### src/rtl/muldiv_if.sv
// Request/response bundle between the issue logic and the iterative RV32M multiply/divide unit.
// The master drives the request and operands; the slave returns busy, done and the result.
interface muldiv_if #(
    parameter int XLEN = 32
);
    logic            start;
    logic [2:0]      op;
    logic [XLEN-1:0] rs1_data;
    logic [XLEN-1:0] rs2_data;
    logic            busy;
    logic            done;
    logic [XLEN-1:0] result;

    modport master (
        output start, op, rs1_data, rs2_data,
        input  busy, done, result
    );

    modport slave (
        input  start, op, rs1_data, rs2_data,
        output busy, done, result
    );
endinterface

### src/rtl/muldiv_unit.sv
// Iterative RV32M multiply/divide: shift-add multiply or restoring divide on operand magnitudes,
// one bit per cycle, with sign fix-up afterwards. Fixed 34-cycle start-to-done latency.
module muldiv_unit #(
    parameter int XLEN = 32
) (
    input  logic     clk,
    input  logic     rst,
    muldiv_if.slave  bus
);
    localparam logic [1:0] S_IDLE = 2'd0;
    localparam logic [1:0] S_CALC = 2'd1;
    localparam logic [1:0] S_FIX  = 2'd2;
    localparam logic [1:0] S_DONE = 2'd3;

    logic [1:0]      state_reg;
    logic [4:0]      count_reg;
    logic [2:0]      op_reg;
    logic            sign_a_reg;
    logic            sign_b_reg;
    logic            div0_reg;
    logic [XLEN-1:0] a_orig_reg;
    logic [XLEN-1:0] a_mag_reg;
    logic [XLEN-1:0] b_mag_reg;
    logic [XLEN-1:0] hi_reg;
    logic [XLEN-1:0] lo_reg;
    logic [XLEN-1:0] result_reg;

    // Operand preparation at capture time.
    logic            sign_a_in;
    logic            sign_b_in;
    logic [XLEN-1:0] mag_a_in;
    logic [XLEN-1:0] mag_b_in;

    always_comb begin
        sign_a_in = bus.rs1_data[XLEN-1] &
                    ((bus.op == 3'd1) || (bus.op == 3'd2) || (bus.op == 3'd4) || (bus.op == 3'd6));
        sign_b_in = bus.rs2_data[XLEN-1] &
                    ((bus.op == 3'd1) || (bus.op == 3'd4) || (bus.op == 3'd6));
        mag_a_in  = sign_a_in ? (~bus.rs1_data + 1'b1) : bus.rs1_data;
        mag_b_in  = sign_b_in ? (~bus.rs2_data + 1'b1) : bus.rs2_data;
    end

    // One iteration step. hi/lo hold {partial product, multiplier} for multiply and
    // {partial remainder, dividend/quotient} for divide.
    logic [XLEN:0]   add_sum;
    logic [XLEN:0]   shift_rem;
    logic            div_ge;
    logic [XLEN-1:0] trial_rem;

    always_comb begin
        add_sum   = {1'b0, hi_reg} + (lo_reg[0] ? {1'b0, a_mag_reg} : {(XLEN+1){1'b0}});
        shift_rem = {hi_reg, lo_reg[XLEN-1]};
        div_ge    = (shift_rem >= {1'b0, b_mag_reg});
        // The true difference is below the divisor, so its low XLEN bits are exact.
        trial_rem = shift_rem[XLEN-1:0] - b_mag_reg;
    end

    // Sign fix-up and result selection, registered on the FIX->DONE edge.
    logic [2*XLEN-1:0] product;
    logic [2*XLEN-1:0] prod_fix;
    logic [XLEN-1:0]   quot_fix;
    logic [XLEN-1:0]   rem_fix;
    logic [XLEN-1:0]   result_next;

    always_comb begin
        product  = {hi_reg, lo_reg};
        prod_fix = (sign_a_reg ^ sign_b_reg) ? (~product + 1'b1) : product;
        quot_fix = (sign_a_reg ^ sign_b_reg) ? (~lo_reg + 1'b1) : lo_reg;
        rem_fix  = sign_a_reg ? (~hi_reg + 1'b1) : hi_reg;
        if (!op_reg[2]) begin
            result_next = (op_reg[1:0] == 2'd0) ? prod_fix[XLEN-1:0] : prod_fix[2*XLEN-1:XLEN];
        end else if (div0_reg) begin
            result_next = op_reg[1] ? a_orig_reg : {XLEN{1'b1}};
        end else begin
            result_next = op_reg[1] ? rem_fix : quot_fix;
        end
    end

    always_ff @(posedge clk) begin
        if (rst) begin
            state_reg  <= S_IDLE;
            count_reg  <= '0;
            op_reg     <= '0;
            sign_a_reg <= 1'b0;
            sign_b_reg <= 1'b0;
            div0_reg   <= 1'b0;
            a_orig_reg <= '0;
            a_mag_reg  <= '0;
            b_mag_reg  <= '0;
            hi_reg     <= '0;
            lo_reg     <= '0;
            result_reg <= '0;
        end else begin
            case (state_reg)
                S_IDLE: begin
                    if (bus.start) begin
                        op_reg     <= bus.op;
                        sign_a_reg <= sign_a_in;
                        sign_b_reg <= sign_b_in;
                        div0_reg   <= (bus.rs2_data == '0);
                        a_orig_reg <= bus.rs1_data;
                        a_mag_reg  <= mag_a_in;
                        b_mag_reg  <= mag_b_in;
                        hi_reg     <= '0;
                        lo_reg     <= bus.op[2] ? mag_a_in : mag_b_in;
                        count_reg  <= '0;
                        state_reg  <= S_CALC;
                    end
                end
                S_CALC: begin
                    if (op_reg[2]) begin
                        if (div_ge) begin
                            hi_reg <= trial_rem;
                            lo_reg <= {lo_reg[XLEN-2:0], 1'b1};
                        end else begin
                            hi_reg <= shift_rem[XLEN-1:0];
                            lo_reg <= {lo_reg[XLEN-2:0], 1'b0};
                        end
                    end else begin
                        hi_reg <= add_sum[XLEN:1];
                        lo_reg <= {add_sum[0], lo_reg[XLEN-1:1]};
                    end
                    count_reg <= count_reg + 5'd1;
                    if (count_reg == 5'd31) begin
                        state_reg <= S_FIX;
                    end
                end
                S_FIX: begin
                    result_reg <= result_next;
                    state_reg  <= S_DONE;
                end
                default: begin
                    state_reg <= S_IDLE;
                end
            endcase
        end
    end

    assign bus.busy   = (state_reg == S_CALC) || (state_reg == S_FIX);
    assign bus.done   = (state_reg == S_DONE);
    assign bus.result = result_reg;
endmodule

### src/flat_wrapper.sv
// flat-port wrapper written by rule: the top's interface ports become plain ports
module muldiv_unit_flat 
#(
    parameter int XLEN = 32
)
  (clk, rst, bus_start, bus_op, bus_rs1_data, bus_rs2_data, bus_busy, bus_done, bus_result);
  muldiv_if #(.XLEN(XLEN)) bus_i ();
  input  logic clk;
  input  logic rst;
  input wire logic [$bits(bus_i.start)-1:0] bus_start;
  input wire logic [$bits(bus_i.op)-1:0] bus_op;
  input wire logic [$bits(bus_i.rs1_data)-1:0] bus_rs1_data;
  input wire logic [$bits(bus_i.rs2_data)-1:0] bus_rs2_data;
  output wire logic [$bits(bus_i.busy)-1:0] bus_busy;
  output wire logic [$bits(bus_i.done)-1:0] bus_done;
  output wire logic [$bits(bus_i.result)-1:0] bus_result;
  assign bus_i.start = bus_start;
  assign bus_i.op = bus_op;
  assign bus_i.rs1_data = bus_rs1_data;
  assign bus_i.rs2_data = bus_rs2_data;
  assign bus_busy = bus_i.busy;
  assign bus_done = bus_i.done;
  assign bus_result = bus_i.result;
  muldiv_unit #(.XLEN(XLEN)) u_core (.clk(clk), .rst(rst), .bus(bus_i));
endmodule
### config.mk
export PLATFORM = sky130hd
export DESIGN_NAME = muldiv_unit_flat
export DESIGN_NICKNAME = d
export VERILOG_FILES = /design/src/rtl/muldiv_if.sv /design/src/rtl/muldiv_unit.sv /design/src/flat_wrapper.sv
export SDC_FILE = /design/constraint.sdc
export NUM_CORES = 1
export LEC_CHECK = 0
export CAP_MARGIN = 20
export CORE_MARGIN = 5
export CORE_UTILIZATION = 55
export CTS_BUF_LIST = sky130_fd_sc_hd__clkbuf_16
export DETAILED_ROUTE_END_ITERATION = 6
export PLACE_DENSITY = 0.77
export SKIP_CTS_REPAIR_TIMING = 1
export SYNTH_ARGS = -nofsm -noshare
export SYNTH_HDL_FRONTEND = slang
export SYNTH_SLANG_ARGS = --single-unit
export TNS_END_PERCENT = 5
### constraint.sdc
create_clock -name clk -period 3.2 [get_ports clk]
set_input_delay 0.64 -clock clk [delete_from_list [all_inputs] [get_ports clk]]
set_output_delay 0.64 -clock clk [all_outputs]
set_load 0.1 [all_outputs]
# After elaboration in Yosys (flattened, before gate mapping)

Index checks and enable logic that the tools add are counted.

Logic and storage cells: 77
Bits in read-only memories: 0
Latch bits: 0
Output and inout port bits: 34
RAM bits: 0
Input port bits: 70
Register bits: 205
Memories: 0

Bitwise gates (word level): 8
Shift operators: 0
Eq/ne operators: 10
Order comparisons: 1
Mux-type cells: 25
Reduce and logical (&&, ||, !) cells: 13
Div/mod/pow operators: 0
$add $sub $neg: 8
$mul: 0

Operators by type and width:

| cell                    | number |
|---|---|
| $mux W32                | 16 |
| $add A32 B1 Y32 const B | 4 |
| $not A32 Y32            | 4 |
| $pmux W32 S2            | 2 |
| $add A64 B1 Y64 const B | 1 |
| $mux W64                | 1 |
| $not A64 Y64            | 1 |
| $add A32 B33 Y33        | 1 |
| $ge A33 B32 Y1          | 1 |
| $logic_not A32 Y1       | 1 |
| $sub A32 B32 Y32        | 1 |
| $pmux W5 S2             | 1 |
| $eq A3 B3 Y1 const B    | 2 |
| $logic_or A1 B1 Y1      | 6 |
| $pmux W2 S3             | 1 |
| $reduce_and A2 Y1       | 3 |
| $add A5 B1 Y5 const B   | 1 |
| $eq A5 B5 Y1 const B    | 1 |
| $mux W5                 | 1 |
| $eq A2 B2 Y1 const B    | 2 |
| $logic_not A2 Y1        | 2 |
| $mux W2                 | 2 |
| $eq A3 B1 Y1 const B    | 1 |
| $eq A3 B2 Y1 const B    | 1 |
| other kinds (7)         | 8 |

# Depth between registers and ports, before layout

Gate-level depths: netlist of the first run.

Depth in word-level cells: 9
Mapped depth: 14
Gate-level depth less buffers: 12

# Least setup slack after synthesis of the first run

OpenSTA, ideal clock, no wires.

Path type: reg-to-reg
Start: register u_core.hi_reg[10]
End: register u_core.result_reg[30] (netlist: u_core.bus.result[30])
Cell stages (with the launch flop): 11
Data arrival time: 2.914 ns
Required time: 3.074 ns
Path buffers: 2
Clock period less this slack: 3.040 ns
Path slack: 0.160 ns
Cells stage by stage: dfxtp_1 buf_6 or4_4 or4_1 buf_2 or4_1 or3_4 o21ai_2 xnor2_1 a221oi_2 o21ai_1

Longest elaborated chain between the ends: 6
Elaborated cells on any way between the ends: 10
Those cells by class: add/sub (2); mux (6); bitwise (2)

RTL lines:

| item                     | RTL line           | source |
|---|---|---|
| start: declaration       | muldiv_unit.sv:24  | `logic [XLEN-1:0] hi_reg;` |
| start signal: assignment | muldiv_unit.sv:113 | `hi_reg <= trial_rem;` |
| start signal: assignment | muldiv_unit.sv:116 | `hi_reg <= shift_rem[XLEN-1:0];` |
| start signal: assignment | muldiv_unit.sv:120 | `hi_reg <= add_sum[XLEN:1];` |
| $not A32 Y32             | muldiv_unit.sv:69  | `rem_fix = sign_a_reg ? (~hi_reg + 1'b1) : hi_reg;` |
| $add A32 B1 Y32          | muldiv_unit.sv:69  |  |
| $mux W32                 | muldiv_unit.sv:69  |  |
| $mux W32                 | muldiv_unit.sv:75  | `result_next = op_reg[1] ? rem_fix : quot_fix;` |
| $mux W32                 | muldiv_unit.sv:72  | `end else if (div0_reg) begin` |
| $mux W32 *               | muldiv_unit.sv:70  | `if (!op_reg[2]) begin` |
| end signal: assignment   | muldiv_unit.sv:129 | `result_reg <= result_next;` |
| end: declaration         | muldiv_unit.sv:26  | `logic [XLEN-1:0] result_reg;` |

Mark *: on every way between the ends. The rest lies on a longest branch, timed or not.
A chain may end at the register's enable or synchronous reset.

# Worst setup path after layout of the first run

Start: register u_core.lo_reg[3]
End: register u_core.result_reg[28] (netlist: u_core.bus.result[28])

Longest elaborated chain between the ends: 6
Elaborated cells on any way between the ends: 10
Those cells by class: add/sub (2); mux (6); bitwise (2)

RTL lines:

| item                     | RTL line           | source |
|---|---|---|
| start: declaration       | muldiv_unit.sv:25  | `logic [XLEN-1:0] lo_reg;` |
| start signal: assignment | muldiv_unit.sv:105 | `lo_reg <= bus.op[2] ? mag_a_in : mag_b_in;` |
| start signal: assignment | muldiv_unit.sv:114 | `lo_reg <= {lo_reg[XLEN-2:0], 1'b1};` |
| start signal: assignment | muldiv_unit.sv:117 | `lo_reg <= {lo_reg[XLEN-2:0], 1'b0};` |
| $not A32 Y32             | muldiv_unit.sv:68  | `quot_fix = (sign_a_reg ^ sign_b_reg) ? (~lo_reg + 1'b1) : lo_reg;` |
| $add A32 B1 Y32          | muldiv_unit.sv:68  |  |
| $mux W32                 | muldiv_unit.sv:68  |  |
| $mux W32                 | muldiv_unit.sv:75  |  |
| $mux W32                 | muldiv_unit.sv:72  |  |
| $mux W32 *               | muldiv_unit.sv:70  |  |

Marked as above.

==> results of run 1 <==
[cell families (layout without fill, tap and decap cells)]
kind of cell    count (synthesis)  count (layout)  synth area share [%]
simple gates                  758             758                 21.33
compound gates                696             696                 27.71
buf+inv                       249             490                 5.720
flops                         204             204                 24.60
xor+xnor                      188             188                 9.919
mux                            78              78                 4.907
fa+ha+maj                      76              76                 5.819
[synth_stat cells, drive strengths merged (8+ instances only)]
| master | count |
|---|---|
| a221oi | 13 |
| nor2 | 230 |
| dfxtp | 204 |
| nor4 | 22 |
| a31oi | 37 |
| and2 | 51 |
| a311oi | 10 |
| o41ai | 15 |
| o21ai | 104 |
| xor2 | 90 |
| o21bai | 9 |
| nand2 | 230 |
| or3 | 12 |
| nand2b | 25 |
| clkbuf | 155 |
| inv | 79 |
| o211ai | 36 |
| xnor2 | 98 |
| a21oi | 202 |
| a211oi | 105 |
| a22oi | 17 |
| o221ai | 24 |
| buf | 14 |
| nand3 | 42 |
| mux2 | 27 |
| nand4 | 15 |
| a21o | 27 |
| or4 | 14 |
| mux2i | 51 |
| nor3 | 56 |
| and3 | 20 |
| nor2b | 17 |
| o21a | 9 |
| ha | 74 |
| o22ai | 8 |
| o31ai | 17 |
[metal layers]
metal / part of all wire (%) / GRT usage, % / up-vias
met2: 42 / 61.79 / 1156
met4: 6.2 / 20.02 / 2
met1: 40 / 54.20 / 8891
met5: 0.020 / 0 / -
met3: 12 / 9.774 / 238
li1: - / - / 8617
[through the flow]
| stage | TNS, ns | std cells | utilization, % |
|---|---|---|---|
| 6_report | 0 | 2880 | 68.57 |
| 3_5_place_dp | -3.230 | 2838 | 65.47 |
| 4_1_cts | 0 | 2880 | 68.30 |
| 5_1_grt | -0.03440 | 2880 | 68.57 |
| 3_3_place_gp | -1.530 | 2837 | 65.45 |
| 2_1_floorplan | 0 | 2249 | - |
[final cells by class]
| type | instances | area share (%) |
|---|---|---|
| multi-input combinational | 1796 | 57.33 |
| sequential | 204 | 20.06 |
| timing repair buffer | 368 | 14.62 |
| clock buffer | 25 | 3.070 |
| tap | 390 | 2.395 |
| inverter | 80 | 1.474 |
| clock inverter | 17 | 1.056 |
[report_power, final]
group | switching (mW) | total [mW] | leakage, nW | internal [mW]
sequential | 0.600 | 3.79 | 1.67 | 3.19
clock | 1.18 | 3.00 | 0.415 | 1.81
combinational | 5.97 | 9.13 | 6.44 | 3.17
total | 7.75 | 15.9 | 8.53 | 8.17
[how the worst min path moves through the flow]
stage	startpoint	to	slack [ns]	cells after the start
2_1_floorplan	u_core.a_mag_reg[31]	u_core.a_mag_reg[31]	0.43	2
3_3_place_gp	u_core.a_orig_reg[21]	u_core.a_orig_reg[21]	0.44	2
3_5_place_dp	u_core.a_orig_reg[21]	u_core.a_orig_reg[21]	0.45	2
4_1_cts	u_core.b_mag_reg[31]	u_core.b_mag_reg[31]	0.46	2
5_1_grt	u_core.a_orig_reg[21]	u_core.a_orig_reg[21]	0.48	2
6_report	u_core.a_orig_reg[21]	u_core.a_orig_reg[21]	0.46	2
[critical path: cells and delay by family, from the launching register on]
family,cells,cell delay [ns]
simple gates,3,1.62
compound gates,4,0.78
xor+xnor,1,0.34
flops,1,0.31
==> metrics.csv, run 1 <==
metric,value,unit
grt_pass1_vias,17907,
worstReg2RegEnd,u_core.bus.result[28],
drt-total-wl,70870,um
synth_top_area_share,24.60,%
num_vias,18904,
synth_edf_count,0,
start_util,55.86,%
netlist_area,16600,um^2
dieArea,33760,um^2
num-fill-cells,2533,
die_h,183.7,um
rows,63,
period_needed,3.176,ns
cp_data_required_time,3.62,ns
path_class,reg2reg,
die_w,183.7,um
cpMostUsedCell,a21oi_1,
crit_path_max_fanout,3,
finClkSkew,0.01494,ns
tightestPinTransition,1.091,ns
syn_avg_cell_area,7.381,um^2
rr_worst_depth,8,
yosysTopAreaCell,dfxtp_1,
regToRegStartpoint,u_core.lo_reg[3],
io_pins,104,
coreArea,29720,um^2
slew_headroom,27.26,%
synthTopCellsByArea,"dfxtp_1 25%, a21oi_1 6.1%, ha_1 5.6%",
clk_pin_slew,0.06,ns
synth.distinct_cells,77,
async_reset_ff_share,0,%
clock_latency,0.54,ns
fmax,314.9,MHz
n_antenna_cell,0,
io_buffers,103,
hold_class,reg2reg,
ys.flop_type,dfxtp_1,
overflow,0,
worstPathCellList,"nor4_1, nand2_1, or4_1, o41ai_1, xor2_1, a22oi_1, a21oi_1, a21oi_1",
worst_ir_drop_vdd,1.029,mV
syn_nets,2395,
multi_input_area,11680,um^2
clock-sinks,204,
dp_hpwl,55470,um
dr.pass1.iters,6,
clockBufferDepth,3,
drt-wirelength-per-cell,24.61,um
pwr_density_cell,781.1,nW/um^2
whs,0.4594,ns
layout_setup_ws,0.02443,ns
final_area,20380,um^2
nets,2620,
mostFrequentLayoutCell,buf_4,
ant_nets,0,
cp-endpoint,u_core.bus.result[28],
hold_viol_final,0,
syn2layout_area_growth,22.75,%
cp.arrival,3.60,ns
most-common-layout-cells,"294 x buf_4, 229 x nand2_1, 229 x nor2_1",
start_kind,flop,
endpoint_kind,flop,
cts_tree,yes,
cts_root_buf,clkbuf_16,
ys_ff_latch,204,
setup.worst_path.start,u_core.lo_reg[3],
setup_viol,0,
h-tree-depth,1,
maxCapViolCount,0,
power,15.92,mW
syn_inst,2249,
dp_slack,-0.2029,ns
viasPerCell,6.564,
dpl_cell_area,19450,um^2
first_iter_violations,2363,
antenna_found_initial,3,
track_usage,40.67,%
status,finished clean,
grt_max_degree,101,
ys_seq_area_share,24.60,%
drc,0,
cts_buffers,24,
gp_congestion,1.030,
grt_pass1_wl,107200,um
rsz0062_at_grt,yes,
ys_warn_count,0,
slew_violations,0,
period_share,99.24,%
p_leak,8.529,nW
cp_slowest_cell,nor4_1,
critPathMaxStageDelay,0.74,ns
regArea,4088,um^2
r2r_slack,0.02,ns
drive_above_1_share,16.43,%
(Power assumes the default switching activity.)
==> run 2, diff against run 1 <==
==> constraint.sdc (replaced) <==
create_clock -name clk -period 3.2 [get_ports clk]
set_input_delay 0.64 -clock clk [delete_from_list [all_inputs] [get_ports clk]]
set_output_delay 0.64 -clock clk [all_outputs]
set_load 0.02 [all_outputs]
==> run 2 against run 1 <==
Effect of this change: combinational power fell by 6.7%; hold slack improved by 0.0032 ns; clock power rose by 6%; critical path depth rose by 2; clock-buffer cell count did not move; first-iteration DRC count rose by 10%; setup slack improved by 0.028 ns; total power fell by 2.6%; maximum frequency rose by 0.89%; sequential power barely moved; largest cell class unchanged; highest routed layer unchanged.
==> metrics.csv, run 2 (synthesis gave the netlist of run 1 again) <==
metric,value,unit
setup_viol,0,
start_util,55.86,%
clock-sinks,204,
syn2layout_area_growth,23.43,%
cp.arrival,3.52,ns
path_class,reg2reg,
gp_congestion,1.096,
clk_pin_slew,0.06,ns
track_usage,39.49,%
cts_buffers,25,
clockBufferDepth,3,
mostFrequentLayoutCell,buf_4,
antenna_found_initial,2,
grt_pass1_vias,17915,
instances_no_fill,2884,
rows,63,
start_kind,flop,
most-common-layout-cells,"265 x buf_4, 229 x nor2_1, 228 x nand2_1",
fmax,317.7,MHz
die_h,183.7,um
pwr_density_cell,756.2,nW/um^2
tightestPinTransition,0.8957,ns
maxCapViolCount,0,
hold_class,reg2reg,
finClkSkew,0.01109,ns
h-tree-depth,1,
cts_root_buf,clkbuf_16,
num-fill-cells,2472,
coreArea,29720,um^2
slew_headroom,40.28,%
ant_nets,0,
n_antenna_cell,0,
met3_usage,9.201,%
clock_latency,0.54,ns
io_pins,104,
overflow,0,
whs,0.4626,ns
setup_tns,0,ns
period_share,98.36,%
regArea,4086,um^2
cp_data_required_time,3.57,ns
nets,2622,
hold_viol_final,0,
dr.pass1.iters,6,
num_vias,19232,
grt_use_met1,52.95,%
grt_pass1_wl,104400,um
grt_max_degree,111,
final_area,20490,um^2
busiest_layer,met2,
status,finished clean,
period_needed,3.148,ns
slew_violations,0,
power,15.50,mW
drive_above_1_share,15.04,%
cts_tree,yes,
viasPerCell,6.669,
drt-total-wl,69600,um
p_leak,8.483,nW
first_iter_violations,2606,
multi_input_area,11660,um^2
endpoint_kind,flop,
use_met2,60.26,%
dp_cells,2839,
dpl_cell_area,19530,um^2
crit_path_max_fanout,16,
io_buffers,103,
dp_slack,-0.1757,ns
dp_hpwl,54220,um
drt-wirelength-per-cell,24.13,um
drc,0,
worst_ir_drop_vdd,1.055,mV
layout_setup_ws,0.05244,ns
fin_util,68.95,%
dieArea,33760,um^2
die_w,183.7,um
-- run 2: changes by cell type in the layout (fill, tap and decap cells not counted), sizes merged --
cell / before / now
bufinv: 5 / 7
buf: 301 / 268
inv: 83 / 82
clkdlybuf4s50: 67 / 101
clkinv: 6 / 8
-- run 2: power breakdown --
group,internal [mW],leakage (nW),switching [mW]
clock,1.99,0.439,1.20
combinational,3.20,6.37,5.31
sequential,3.19,1.67,0.602
-- run 2: final timing paths --
kind / startpoint / end / slack, ns / depth (start not counted)
max: u_core.lo_reg[8] / u_core.bus.result[29] / 0.05 / 10
min: u_core.b_mag_reg[31] / u_core.b_mag_reg[31] / 0.46 / 2
max reg2reg: u_core.lo_reg[8] / u_core.bus.result[29] / 0.05 / 10
min reg2reg: u_core.b_mag_reg[31] / u_core.b_mag_reg[31] / 0.46 / 2
-- run 2: routing by layer --
layer	part of all wire (%)	routed length, um
met5	0.019	13
met4	6.3	4394
met3	12	8427
met2	42	29430
met1	39	27340
-- run 2: worst max-delay path, stage by stage, from the launching register on --
cell and delay (ns):
dfxtp_1 0.33, nor4_1 0.61, buf_4 0.25, nand3_1 0.34
nor3_2 0.21, buf_4 0.27, a31oi_1 0.15, xnor2_1 0.15
nand2_1 0.07, a21oi_1 0.07, a2111oi_0 0.51
-- run 2: cell type report --
class | instances | area share (%)
sequential | 204 | 19.94
multi-input combinational | 1796 | 56.92
timing repair buffer | 369 | 14.86
clock buffer | 25 | 3.053
tap | 390 | 2.381
inverter | 80 | 1.465
clock inverter | 20 | 1.374
